[src/rtl/cp0_exc_commit_pkg.sv]
// -----------------------------------------------------------------------------
// cp0_exc_commit_pkg
//   Shared CPU constants used by the CP0 commit block and its timer:
//   - EX_* resolved exception codes produced by the MEM1 exception resolver
//   - CP0 register numbers and selects
//   - architectural ExcCode values
//   - Status / Cause field bit positions
//   - helper functions that classify an EX_* code
// -----------------------------------------------------------------------------
package cp0_exc_commit_pkg;

  // Resolved exception codes from MEM1.
  localparam logic [4:0] EX_None                = 5'd0;
  localparam logic [4:0] EX_Interrupt           = 5'd1;
  localparam logic [4:0] EX_WrongAddressinIF    = 5'd2;
  localparam logic [4:0] EX_TLBRefillinIF       = 5'd3;
  localparam logic [4:0] EX_TLBInvalidinIF      = 5'd4;
  localparam logic [4:0] EX_Syscall             = 5'd5;
  localparam logic [4:0] EX_Break               = 5'd6;
  localparam logic [4:0] EX_RI                  = 5'd7;
  localparam logic [4:0] EX_CpU                 = 5'd8;
  localparam logic [4:0] EX_Overflow            = 5'd9;
  localparam logic [4:0] EX_Trap                = 5'd10;
  localparam logic [4:0] EX_RdWrongAddressinMEM = 5'd11;
  localparam logic [4:0] EX_WrWrongAddressinMEM = 5'd12;
  localparam logic [4:0] EX_TLBRefillinMEMRd    = 5'd13;
  localparam logic [4:0] EX_TLBInvalidinMEMRd   = 5'd14;
  localparam logic [4:0] EX_TLBRefillinMEMWr    = 5'd15;
  localparam logic [4:0] EX_TLBInvalidinMEMWr   = 5'd16;
  localparam logic [4:0] EX_TLBModified         = 5'd17;
  localparam logic [4:0] EX_Refetch             = 5'd18;
  localparam logic [4:0] EX_Eret                = 5'd19;

  // CP0 register numbers / selects.
  localparam logic [4:0] CP0_REG_BADVADDR = 5'd8;
  localparam logic [4:0] CP0_REG_COUNT    = 5'd9;
  localparam logic [4:0] CP0_REG_COMPARE  = 5'd11;
  localparam logic [4:0] CP0_REG_STATUS   = 5'd12;
  localparam logic [4:0] CP0_REG_CAUSE    = 5'd13;
  localparam logic [4:0] CP0_REG_EPC      = 5'd14;
  localparam logic [4:0] CP0_REG_EBASE    = 5'd15;
  localparam logic [2:0] CP0_SEL_0        = 3'd0;
  localparam logic [2:0] CP0_SEL_EBASE    = 3'd1;

  // Architectural ExcCode values.
  localparam logic [4:0] EXC_INT  = 5'd0;
  localparam logic [4:0] EXC_MOD  = 5'd1;
  localparam logic [4:0] EXC_TLBL = 5'd2;
  localparam logic [4:0] EXC_TLBS = 5'd3;
  localparam logic [4:0] EXC_ADEL = 5'd4;
  localparam logic [4:0] EXC_ADES = 5'd5;
  localparam logic [4:0] EXC_SYS  = 5'd8;
  localparam logic [4:0] EXC_BP   = 5'd9;
  localparam logic [4:0] EXC_RI   = 5'd10;
  localparam logic [4:0] EXC_CPU  = 5'd11;
  localparam logic [4:0] EXC_OV   = 5'd12;
  localparam logic [4:0] EXC_TR   = 5'd13;

  // Status / Cause field positions.
  localparam int STATUS_BEV   = 22;
  localparam int STATUS_IM_LO = 8;
  localparam int STATUS_EXL   = 1;
  localparam int STATUS_IE    = 0;
  localparam int CAUSE_BD     = 31;
  localparam int CAUSE_TI     = 30;
  localparam int CAUSE_IP_LO  = 8;
  localparam int CAUSE_EXC_LO = 2;

  // True for codes that commit as a real exception.
  function automatic logic is_exception(input logic [4:0] ex);
    return (ex != EX_None) && (ex != EX_Refetch) && (ex != EX_Eret);
  endfunction

  // EX_* code to architectural ExcCode.
  function automatic logic [4:0] exc_code_map(input logic [4:0] ex);
    logic [4:0] code;
    case (ex)
      EX_Interrupt:           code = EXC_INT;
      EX_TLBModified:         code = EXC_MOD;
      EX_TLBRefillinIF,
      EX_TLBInvalidinIF,
      EX_TLBRefillinMEMRd,
      EX_TLBInvalidinMEMRd:   code = EXC_TLBL;
      EX_TLBRefillinMEMWr,
      EX_TLBInvalidinMEMWr:   code = EXC_TLBS;
      EX_WrongAddressinIF,
      EX_RdWrongAddressinMEM: code = EXC_ADEL;
      EX_WrWrongAddressinMEM: code = EXC_ADES;
      EX_Syscall:             code = EXC_SYS;
      EX_Break:               code = EXC_BP;
      EX_RI:                  code = EXC_RI;
      EX_CpU:                 code = EXC_CPU;
      EX_Overflow:            code = EXC_OV;
      EX_Trap:                code = EXC_TR;
      default:                code = EXC_INT;
    endcase
    return code;
  endfunction

  // Fetch-side faults: the faulting address is the PC itself.
  function automatic logic badva_from_pc(input logic [4:0] ex);
    return (ex == EX_WrongAddressinIF) || (ex == EX_TLBRefillinIF) ||
           (ex == EX_TLBInvalidinIF);
  endfunction

  // Data-side faults: the faulting address comes from the MEM stage.
  function automatic logic badva_from_mem(input logic [4:0] ex);
    return (ex == EX_RdWrongAddressinMEM) || (ex == EX_WrWrongAddressinMEM) ||
           (ex == EX_TLBRefillinMEMRd)    || (ex == EX_TLBInvalidinMEMRd)   ||
           (ex == EX_TLBRefillinMEMWr)    || (ex == EX_TLBInvalidinMEMWr)   ||
           (ex == EX_TLBModified);
  endfunction

endpackage

[src/rtl/cp0_exc_commit_timer.sv]
// -----------------------------------------------------------------------------
// cp0_timer
//   Count / Compare timer. Count advances once every two clocks through a
//   free-running toggle; TI sets when Count==Compare becomes true and clears
//   on any Compare write. Instantiated by cp0_exc_commit only when
//   CP0_TIMER_INT_EN is defined.
// Ports:
//   clk, rst      clock, asynchronous active-low reset
//   count_we      MTC0 write to Count (wins over the increment)
//   compare_we    MTC0 write to Compare (clears TI)
//   wdata         MTC0 data
//   count         current Count
//   compare       current Compare
//   ti            current TI
//   ti_next       TI value after the coming edge (lets IP7 track TI exactly)
// -----------------------------------------------------------------------------
module cp0_timer (
  input  logic        clk,
  input  logic        rst,
  input  logic        count_we,
  input  logic        compare_we,
  input  logic [31:0] wdata,
  output logic [31:0] count,
  output logic [31:0] compare,
  output logic        ti,
  output logic        ti_next
);

  logic        toggle_q, toggle_d;
  logic [31:0] count_q, count_d;
  logic [31:0] compare_q, compare_d;
  logic        eq_q, eq_d;
  logic        ti_q, ti_d;

  // Next-state for the timer registers.
  always_comb begin
    toggle_d  = ~toggle_q;
    eq_d      = (count_q == compare_q);
    if (count_we) begin
      count_d = wdata;
    end else if (toggle_q) begin
      count_d = count_q + 32'd1;
    end else begin
      count_d = count_q;
    end
    if (compare_we) begin
      compare_d = wdata;
    end else begin
      compare_d = compare_q;
    end
    // Set only on the rising edge of equality; eq_q resets to 1 so the
    // matching reset values of Count and Compare do not raise TI.
    if (compare_we) begin
      ti_d = 1'b0;
    end else if (eq_d && !eq_q) begin
      ti_d = 1'b1;
    end else begin
      ti_d = ti_q;
    end
  end

  // Timer state registers.
  always_ff @(posedge clk or negedge rst) begin
    if (!rst) begin
      toggle_q  <= 1'b0;
      count_q   <= 32'd0;
      compare_q <= 32'd0;
      eq_q      <= 1'b1;
      ti_q      <= 1'b0;
    end else begin
      toggle_q  <= toggle_d;
      count_q   <= count_d;
      compare_q <= compare_d;
      eq_q      <= eq_d;
      ti_q      <= ti_d;
    end
  end

  assign count   = count_q;
  assign compare = compare_q;
  assign ti      = ti_q;
  assign ti_next = ti_d;

endmodule

[src/rtl/cp0_exc_commit.sv]
// -----------------------------------------------------------------------------
// cp0_exc_commit
//   CP0 register block: commits the MEM1 exception/ERET decision into Status,
//   Cause, EPC and BadVAddr, serves MTC0/MFC0, and feeds Status/Cause/EBase
//   fields back to the MEM1 exception resolver.
// Optional feature macro: CP0_TIMER_INT_EN (Count/Compare timer and Cause.TI).
// Ports:
//   clk, rst                         clock, asynchronous active-low reset
//   MEM_ExcType/PC/IsInDelaySlot/BadVAddr/Stall   commit inputs from MEM1
//   CP0_We/Waddr/Wsel/Wdata          MTC0 write port
//   CP0_Raddr/Rsel -> CP0_Rdata      MFC0 read port (combinational)
//   Ext_Int                          external interrupts HW5..HW0
//   CP0_Status_*, CP0_Cause_*, CP0_Ebase, CP0_EPC   register field outputs
// -----------------------------------------------------------------------------
module cp0_exc_commit
  import cp0_exc_commit_pkg::*;
#(
  parameter logic [31:0] EBASE_RST = 32'h8000_0000
) (
  input  logic        clk,
  input  logic        rst,
  input  logic [4:0]  MEM_ExcType,
  input  logic [31:0] MEM_PC,
  input  logic        MEM_IsInDelaySlot,
  input  logic [31:0] MEM_BadVAddr,
  input  logic        MEM_Stall,
  input  logic        CP0_We,
  input  logic [4:0]  CP0_Waddr,
  input  logic [2:0]  CP0_Wsel,
  input  logic [31:0] CP0_Wdata,
  input  logic [4:0]  CP0_Raddr,
  input  logic [2:0]  CP0_Rsel,
  output logic [31:0] CP0_Rdata,
  input  logic [5:0]  Ext_Int,
  output logic        CP0_Status_BEV,
  output logic [7:0]  CP0_Status_IM7_0,
  output logic        CP0_Status_EXL,
  output logic        CP0_Status_IE,
  output logic [5:0]  CP0_Cause_IP7_2,
  output logic [1:0]  CP0_Cause_IP1_0,
  output logic [31:0] CP0_Ebase,
  output logic [31:0] CP0_EPC
);

  logic        exc_commit_s, eret_commit_s, mtc0_s;
  logic        wr_status_s, wr_cause_s, wr_epc_s, wr_ebase_s;
  logic [31:0] count_s, compare_s;
  logic        ti_s, ti_next_s;
  logic [31:0] status_s, cause_s;

  logic [7:0]  im_q, im_d;
  logic        exl_q, exl_d;
  logic        ie_q, ie_d;
  logic        bd_q, bd_d;
  logic [4:0]  exc_code_q, exc_code_d;
  logic [5:0]  ip7_2_q, ip7_2_d;
  logic [1:0]  ip1_0_q, ip1_0_d;
  logic [31:0] epc_q, epc_d;
  logic [31:0] badvaddr_q, badvaddr_d;
  logic [17:0] ebase_q, ebase_d;

  assign exc_commit_s  = !MEM_Stall && is_exception(MEM_ExcType);
  assign eret_commit_s = !MEM_Stall && (MEM_ExcType == EX_Eret);
  // A committing exception/ERET flushes the MTC0 in flight.
  assign mtc0_s        = CP0_We && !exc_commit_s && !eret_commit_s;

  assign wr_status_s = mtc0_s && (CP0_Waddr == CP0_REG_STATUS) && (CP0_Wsel == CP0_SEL_0);
  assign wr_cause_s  = mtc0_s && (CP0_Waddr == CP0_REG_CAUSE)  && (CP0_Wsel == CP0_SEL_0);
  assign wr_epc_s    = mtc0_s && (CP0_Waddr == CP0_REG_EPC)    && (CP0_Wsel == CP0_SEL_0);
  assign wr_ebase_s  = mtc0_s && (CP0_Waddr == CP0_REG_EBASE)  && (CP0_Wsel == CP0_SEL_EBASE);

`ifdef CP0_TIMER_INT_EN
  logic wr_count_s, wr_compare_s;
  assign wr_count_s   = mtc0_s && (CP0_Waddr == CP0_REG_COUNT)   && (CP0_Wsel == CP0_SEL_0);
  assign wr_compare_s = mtc0_s && (CP0_Waddr == CP0_REG_COMPARE) && (CP0_Wsel == CP0_SEL_0);

  cp0_timer u_cp0_timer (
    .clk        (clk),
    .rst        (rst),
    .count_we   (wr_count_s),
    .compare_we (wr_compare_s),
    .wdata      (CP0_Wdata),
    .count      (count_s),
    .compare    (compare_s),
    .ti         (ti_s),
    .ti_next    (ti_next_s)
  );
`else
  assign count_s   = 32'd0;
  assign compare_s = 32'd0;
  assign ti_s      = 1'b0;
  assign ti_next_s = 1'b0;
`endif

  // Next-state for Status/Cause/EPC/BadVAddr/EBase: commit beats MTC0.
  always_comb begin
    im_d       = im_q;
    exl_d      = exl_q;
    ie_d       = ie_q;
    bd_d       = bd_q;
    exc_code_d = exc_code_q;
    ip1_0_d    = ip1_0_q;
    epc_d      = epc_q;
    badvaddr_d = badvaddr_q;
    ebase_d    = ebase_q;
    // IP7 uses the post-edge TI so it rises and falls together with Cause.TI.
    ip7_2_d    = {Ext_Int[5] | ti_next_s, Ext_Int[4:0]};

    if (exc_commit_s) begin
      // A nested exception (EXL already set) keeps the original EPC/BD.
      if (!exl_q) begin
        epc_d = MEM_IsInDelaySlot ? (MEM_PC - 32'd4) : MEM_PC;
        bd_d  = MEM_IsInDelaySlot;
      end else begin
        epc_d = epc_q;
        bd_d  = bd_q;
      end
      exl_d      = 1'b1;
      exc_code_d = exc_code_map(MEM_ExcType);
      if (badva_from_pc(MEM_ExcType)) begin
        badvaddr_d = MEM_PC;
      end else if (badva_from_mem(MEM_ExcType)) begin
        badvaddr_d = MEM_BadVAddr;
      end else begin
        badvaddr_d = badvaddr_q;
      end
    end else if (eret_commit_s) begin
      exl_d = 1'b0;
    end else begin
      if (wr_status_s) begin
        im_d  = CP0_Wdata[STATUS_IM_LO +: 8];
        exl_d = CP0_Wdata[STATUS_EXL];
        ie_d  = CP0_Wdata[STATUS_IE];
      end else begin
        im_d  = im_q;
      end
      if (wr_cause_s) begin
        ip1_0_d = CP0_Wdata[CAUSE_IP_LO +: 2];
      end else begin
        ip1_0_d = ip1_0_q;
      end
      if (wr_epc_s) begin
        epc_d = CP0_Wdata;
      end else begin
        epc_d = epc_q;
      end
      if (wr_ebase_s) begin
        ebase_d = CP0_Wdata[29:12];
      end else begin
        ebase_d = ebase_q;
      end
    end
  end

  // Architectural CP0 registers.
  always_ff @(posedge clk or negedge rst) begin
    if (!rst) begin
      im_q       <= 8'd0;
      exl_q      <= 1'b0;
      ie_q       <= 1'b0;
      bd_q       <= 1'b0;
      exc_code_q <= 5'd0;
      ip7_2_q    <= 6'd0;
      ip1_0_q    <= 2'd0;
      epc_q      <= 32'd0;
      badvaddr_q <= 32'd0;
      ebase_q    <= EBASE_RST[29:12];
    end else begin
      im_q       <= im_d;
      exl_q      <= exl_d;
      ie_q       <= ie_d;
      bd_q       <= bd_d;
      exc_code_q <= exc_code_d;
      ip7_2_q    <= ip7_2_d;
      ip1_0_q    <= ip1_0_d;
      epc_q      <= epc_d;
      badvaddr_q <= badvaddr_d;
      ebase_q    <= ebase_d;
    end
  end

  // Assemble full Status/Cause words; BEV is hard-wired to 1.
  always_comb begin
    status_s                      = 32'd0;
    status_s[STATUS_BEV]          = 1'b1;
    status_s[STATUS_IM_LO +: 8]   = im_q;
    status_s[STATUS_EXL]          = exl_q;
    status_s[STATUS_IE]           = ie_q;
    cause_s                       = 32'd0;
    cause_s[CAUSE_BD]             = bd_q;
    cause_s[CAUSE_TI]             = ti_s;
    cause_s[CAUSE_IP_LO +: 8]     = {ip7_2_q, ip1_0_q};
    cause_s[CAUSE_EXC_LO +: 5]    = exc_code_q;
  end

  // MFC0 read mux; unimplemented registers read 0.
  always_comb begin
    case ({CP0_Raddr, CP0_Rsel})
      {CP0_REG_BADVADDR, CP0_SEL_0}:   CP0_Rdata = badvaddr_q;
      {CP0_REG_COUNT,    CP0_SEL_0}:   CP0_Rdata = count_s;
      {CP0_REG_COMPARE,  CP0_SEL_0}:   CP0_Rdata = compare_s;
      {CP0_REG_STATUS,   CP0_SEL_0}:   CP0_Rdata = status_s;
      {CP0_REG_CAUSE,    CP0_SEL_0}:   CP0_Rdata = cause_s;
      {CP0_REG_EPC,      CP0_SEL_0}:   CP0_Rdata = epc_q;
      {CP0_REG_EBASE,    CP0_SEL_EBASE}: CP0_Rdata = CP0_Ebase;
      default:                         CP0_Rdata = 32'd0;
    endcase
  end

  assign CP0_Status_BEV   = 1'b1;
  assign CP0_Status_IM7_0 = im_q;
  assign CP0_Status_EXL   = exl_q;
  assign CP0_Status_IE    = ie_q;
  assign CP0_Cause_IP7_2  = ip7_2_q;
  assign CP0_Cause_IP1_0  = ip1_0_q;
  assign CP0_Ebase        = {EBASE_RST[31:30], ebase_q, EBASE_RST[11:0]};
  assign CP0_EPC          = epc_q;

endmodule

[config.mk]
export PLATFORM = sky130hd
export DESIGN_NAME = cp0_exc_commit
export DESIGN_NICKNAME = d
export VERILOG_FILES = /design/src/rtl/cp0_exc_commit_pkg.sv /design/src/rtl/cp0_exc_commit_timer.sv /design/src/rtl/cp0_exc_commit.sv
export SDC_FILE = /design/constraint.sdc
export NUM_CORES = 1
export LEC_CHECK = 0
export CORE_MARGIN = 10
export CORE_UTILIZATION = 44
export DETAILED_ROUTE_END_ITERATION = 10
export PLACE_DENSITY = 0.89
export SYNTH_ARGS = -nofsm -noshare
export SYNTH_HDL_FRONTEND = slang
export SYNTH_SLANG_ARGS = --single-unit
[constraint.sdc]
create_clock -name clk -period 3.31 [get_ports clk]
set_clock_uncertainty 0.05 [all_clocks]
set_input_delay 0.662 -clock clk [delete_from_list [all_inputs] [get_ports clk]]
set_output_delay 0.662 -clock clk [all_outputs]
set_load 0.01 [all_outputs]
# Yosys cells after proc, flatten, opt, wreduce, memory -nomap -nowiden
# Memories as Yosys holds them, arrays and structs flattened. A register that Yosys moved wholly into a read port is not among the register bits.
# Cells that the tools add are included.
word_totals:
  inputBits: 128
  rom_bits: 128
  mem_count: 1
  wordCells: 88
  reg_bits: 106
  out_inout_bits: 115
op_classes:
  eq_ne: 25
  bitwise: 3
  n_addsub: 1
  reduce_logical: 37
  mux: 11
memory_table:
  columns: ["memory", "depth", "width", "read_ports", "rd_ports_with_merged_regs", "wr", "line", "rtl"]
  rows:
  - ["(name not given)", 32, 4, 1, 1, 0, "cp0_exc_commit_pkg.sv:77", "case (ex)"]
op_table:
  columns: ["cell", "n"]
  rows:
  - ["two-way mux 32 bit", 7]
  - ["one-hot mux 32 bit (5 select lines)", 1]
  - ["== test 5 x 4 -> 1 bit, second input constant", 9]
  - ["== test 8 x 7 -> 1 bit, second input constant", 5]
  - ["subtractor 32 x 3 -> 32 bit, second input constant", 1]
  - ["== test 5 bit, second input constant", 3]
  - ["logical AND 1 bit", 14]
  - ["AND reduction 3 bit", 4]
  - ["== test 5 x 2 -> 1 bit, second input constant", 2]
  - ["!= test 5 bit, second input constant", 2]
  - ["logical OR 1 bit", 8]
  - ["== test 5 x 3 -> 1 bit, second input constant", 1]
  - ["nonzero test 5 bit", 1]
  - ["zero test 1 bit", 4]
  - ["!= test 2 bit, second input constant", 2]
  - ["AND reduction 2 bit", 2]
  - ["nonzero test 2 bit", 2]
  - ["== test 3 x 1 -> 1 bit, second input constant", 1]
  - ["zero test 3 bit", 1]
  - ["two-way mux 1 bit", 3]
  - ["NOT 1 bit", 3]
  - ["nonzero test 3 bit", 1]

# Logic depth before layout (Yosys ltp)
logic_depth:
  word_depth: 12
  ltp_mapped: 10

# Worst setup path after synthesis
# No wires, ideal clock.
synth_path:
  kind: "in2out"
  from: "input CP0_Rsel[1]"
  to: "output CP0_Rdata[12]"
  arrival_ns: 2.197
  path_stages: 5
  path_buffers: 1
  required_time_ns: 2.598
  slack_ns: 0.401
  cell_sequence: "or4_1 -> nor4_1 -> clkbuf_1 -> a22oi_1 -> nand2_1"
synth_between:
  elab_chain_cells: 2
  word_cells_on_any_way: 6
  classes_between: "eq/ne: 5; mux: 1"
synth_lines:
  columns: ["element", "line", "rtl"]
  rows:
  - ["start, declared", "cp0_exc_commit.sv:32", "input logic [2:0] CP0_Rsel,"]
  - ["== test 8 x 7 -> 1 bit", "cp0_exc_commit.sv:198", "case ({CP0_Raddr, CP0_Rsel})"]
  - ["one-hot mux 32 bit (5 select lines) *", "cp0_exc_commit.sv:198", null]
  - ["end, declared", "cp0_exc_commit.sv:33", "output logic [31:0] CP0_Rdata,"]
# Every way passes the cells marked *; elsewhere a longest branch is shown, timed or not.

# Worst setup path after layout
layout_path:
  from: "input CP0_Raddr[4]"
  to: "output CP0_Rdata[9]"
layout_between:
  elab_chain_cells: 2
  word_cells_on_any_way: 6
  classes_between: "eq/ne: 5; mux: 1"
layout_lines:
  columns: ["element", "line", "rtl"]
  rows:
  - ["start, declared", "cp0_exc_commit.sv:31", "input logic [4:0] CP0_Raddr,"]
  - ["== test 8 x 7 -> 1 bit", "cp0_exc_commit.sv:198", null]
  - ["one-hot mux 32 bit (5 select lines) *", "cp0_exc_commit.sv:198", null]
# Marked as above.

==> metrics.md <==
| Metric | Value |
|---|---|
| Outcome | complete, no violations |
| Max-Cap Viols | 0 |
| P&R area growth vs syn | 54.05% |
| Commonest non-fill, non-tap cell in the layout | clkdlybuf4s50_1 |
| RR Startpoint | CP0_Status_EXL |
| Drt first pass iters | 6 |
| Fmax | 0.3058 GHz |
| Static leakage | 0.004349 uW |
| Synth unique cells | 65 |
| WHS | 0.2702 ns |
| Detailed Place HPWL | 17950 um |
| Ranking of synthesized cells by area | dfrtp_1 (42%), mux2i_1 (6.3%), a222oi_1 (4.4%) |
| I/O pin total | 243 |
| Synth Area per Inst | 9.602 um2 |
| Port buffer count | 227 |
| Slew margin rel. | 0.4875 |
| Die width | 138.5 um |
| Area share of the largest cell type after synthesis | 0.4249 |
| Final Hold Vio Count | 0 |
| GP Congestion | 0.8949 |
| Cell Pwr Density | 401.7 nW/um2 |
| Remaining antenna violation count | 0 |
| Initial antenna violation count | 1 |
| Area leader, netlist | dfrtp_1 |
| Pins Over Slew Limit | 0 |
| Max clock buf depth | 2 |
| CTS tree | done |
| Post-placement cell area | 9047 um2 |
| CTS root buf | clkbuf_16 |
| Clk sinks | 105 |
| Setup Total Neg Slack | 0 ns |
| Post-layout util | 0.6889 |
| Worst r2r dst | CP0_EPC[26] |
| Filler cells | 1016 |
| Vias in the first global route | 6510 |
| Combinational share of power | 0.274 |
| Most frequent cells in the layout | clkdlybuf4s50_1 (190), dfrtp_1 (105), nor2_1 (67) |
| 1st-iter DRT viols | 712 |
| Initial Util | 0.4472 |
| Core Area | 13830 um2 |
| Nets | 1047 |
| CP Capture Type | primary output |
| Sequential share of the synthesized area | 0.4249 |
| Seq pwr share | 0.455 |
| DRC | 0 |
| GR Overflow Total | 0 |
| First-pass GRT wire length | 37230 um |
| Worst setup path startpoint | CP0_Raddr[4] |
| Crit path max fanout | 13 |
| RSZ-0062 raised after global routing | false |
| Worst hold path class | in -> async |
| Gr usage total | 0.2401 |
| NetSw | 1177 uW |
| Mapped Area | 6183 um2 |
| Via count | 6358 |
| CP Launch Type | input pin |
| Final Cell Area | 9525 um2 |
| Die span in y | 138.5 um |
| CTS hold repair buffers | 0 |
| DIE AREA | 19190 um2 |
| Total power | 3826 uW |
| Data arrival, critical path | 2.56 ns |
| Share of cells above drive strength 1 | 0.1908 |
| Int Power | 2649 uW |
| Tmin final | 3.270 ns |
| Final setup vio count | 0 |
| R2R depth | 5 |
| FF-to-FF setup slack | 1.56 ns |
| Syn Inst Count | 644 |
| Row count | 43 |
| WP data required | 2.60 ns |
| Worst slew pin tran | 0.7581 ns |
| Maximum VDD drop | 0.2395 mV |
| Largest net degree at the start of global routing | 58 |
| Clock slew at reported path FFs | 0.07 ns |
| Asr flop ratio synth | 1.000 |
| Synth warn | 0 |
| Final Cycle Share | 0.9880 |
| H-Tree Depth | 3 |
| Number of CTS-inserted buffers | 9 |
| Clk pwr share | 0.270 |
| Setup CP Type | in -> out |
| Worst-Skew Late Latency | 0.35 ns |
| Number of synthesized flops with an enable pin | 0 |
| Final wirelength | 24380 um |
| Vias per cell | 5.791 |
| Post-synth top flop | dfrtp_1 |
| Switching part of the total | 0.3077 |
| WL per Instance | 22.21 um |
| Flops & latches, synth | 105 |
## per-layer routing
| layer | part of all wire | GRT usage | up-vias |
|---|---|---|---|
| met5 | 0 | 0 | - |
| met4 | 0.036 | 0.1027 | 0 |
| met3 | 0.086 | 0.04966 | 62 |
| met2 | 0.51 | 0.4167 | 318 |
| met1 | 0.37 | 0.2805 | 3088 |
| li1 | - | - | 2890 |
## cell usage after synthesis (4+ instances only)
cell type / instances
buf_4: 16
mux2_4: 10
a311oi_1: 5
a21oi_1: 49
o31ai_1: 10
a21o_1: 5
inv_1: 29
a222oi_1: 27
or4_1: 8
xnor2_1: 11
nand2b_1: 5
mux2i_1: 39
a22oi_1: 4
dfrtp_1: 105
nand3_1: 8
clkbuf_1: 33
nor3_1: 8
nor4b_1: 4
nand3b_1: 4
nor4_1: 11
ha_1: 7
nor2_1: 67
o21ai_0: 29
nand2_1: 54
mux2_2: 18
or3_1: 8
a31o_2: 6
## worst max path at each step
| stage | end |
|---|---|
| floorplan | CP0_Rdata[12] |
| detailed placement | CP0_Rdata[12] |
| finish | CP0_Rdata[9] |
| global route | CP0_Rdata[1] |
| global placement | CP0_Rdata[12] |
| CTS | CP0_Rdata[15] |
## final cells by class
type / count / area (um2) / share of cell area
Antenna cell: 1 / 2.502 / 0.0002627
Clock buffer: 10 / 239.0 / 0.02509
Clock inverter: 6 / 42.54 / 0.004466
Inverter: 29 / 108.9 / 0.01143
Multi-Input combinational cell: 468 / 3286 / 0.3449
Sequential cell: 105 / 2628 / 0.2758
Tap cell: 180 / 225.2 / 0.02364
Timing Repair Buffer: 299 / 2994 / 0.3143
## critical path, cell delays in order
cell             delay [ns]
clkdlybuf4s50_1        0.45
nand3b_1               0.23
nor4b_2                0.35
nor3b_2                0.30
buf_12                 0.19
a222oi_1               0.08
nand2_1                0.07
clkdlybuf4s15_2        0.22
## through the flow
stage	setup WS, ns	instances
floorplan	0.4014	657
global placement	-0.3403	1068
detailed placement	-0.4231	1068
CTS	-0.006124	1092
global route	0.001285	1098
finish	0.03981	1098
## cells by family (layout without fill, tap and decap cells)
kind of cell	count (synthesis)	count (layout)	share of synthesized area
other	2	16	0.001215
buffers and inverters	84	344	0.06313
adder cells (fa/ha/maj)	7	7	0.01416
multiplexers	69	69	0.1238
AO/OA/AOI/OAI	161	161	0.1851
flip-flops	105	105	0.4249
AND/OR/NAND/NOR	204	204	0.1706
XOR/XNOR	12	12	0.01700
## sequential cells by signal (all words and copies together) (netlist names)
signal	flops
CP0_Cause_IP1_0	2
CP0_Cause_IP7_2	6
CP0_EPC	32
CP0_Status_EXL	1
CP0_Status_IE	1
CP0_Status_IM7_0	8
badvaddr_q	32
bd_q	1
ebase_q	18
exc_code_q	4
## power by group through the flow
stage / registers [uW] / logic [uW] / clock network (uW)
after floorplan: 1760 / 370 / 0
after global placement: 1750 / 1010 / 0
after detailed placement: 1760 / 1050 / 0
after CTS: 1740 / 1050 / 1050
after global routing: 1770 / 1140 / 1100
final: 1740 / 1050 / 1030
## timing repair
item,4_1_cts,5_1_grt
pin swaps,2,5
gates resized for setup,130,13
setup buffers,5,3
gates cloned,3,2
endpoints found under the setup margin,32,31
Note: power is estimated with default switching activity, not from simulation.
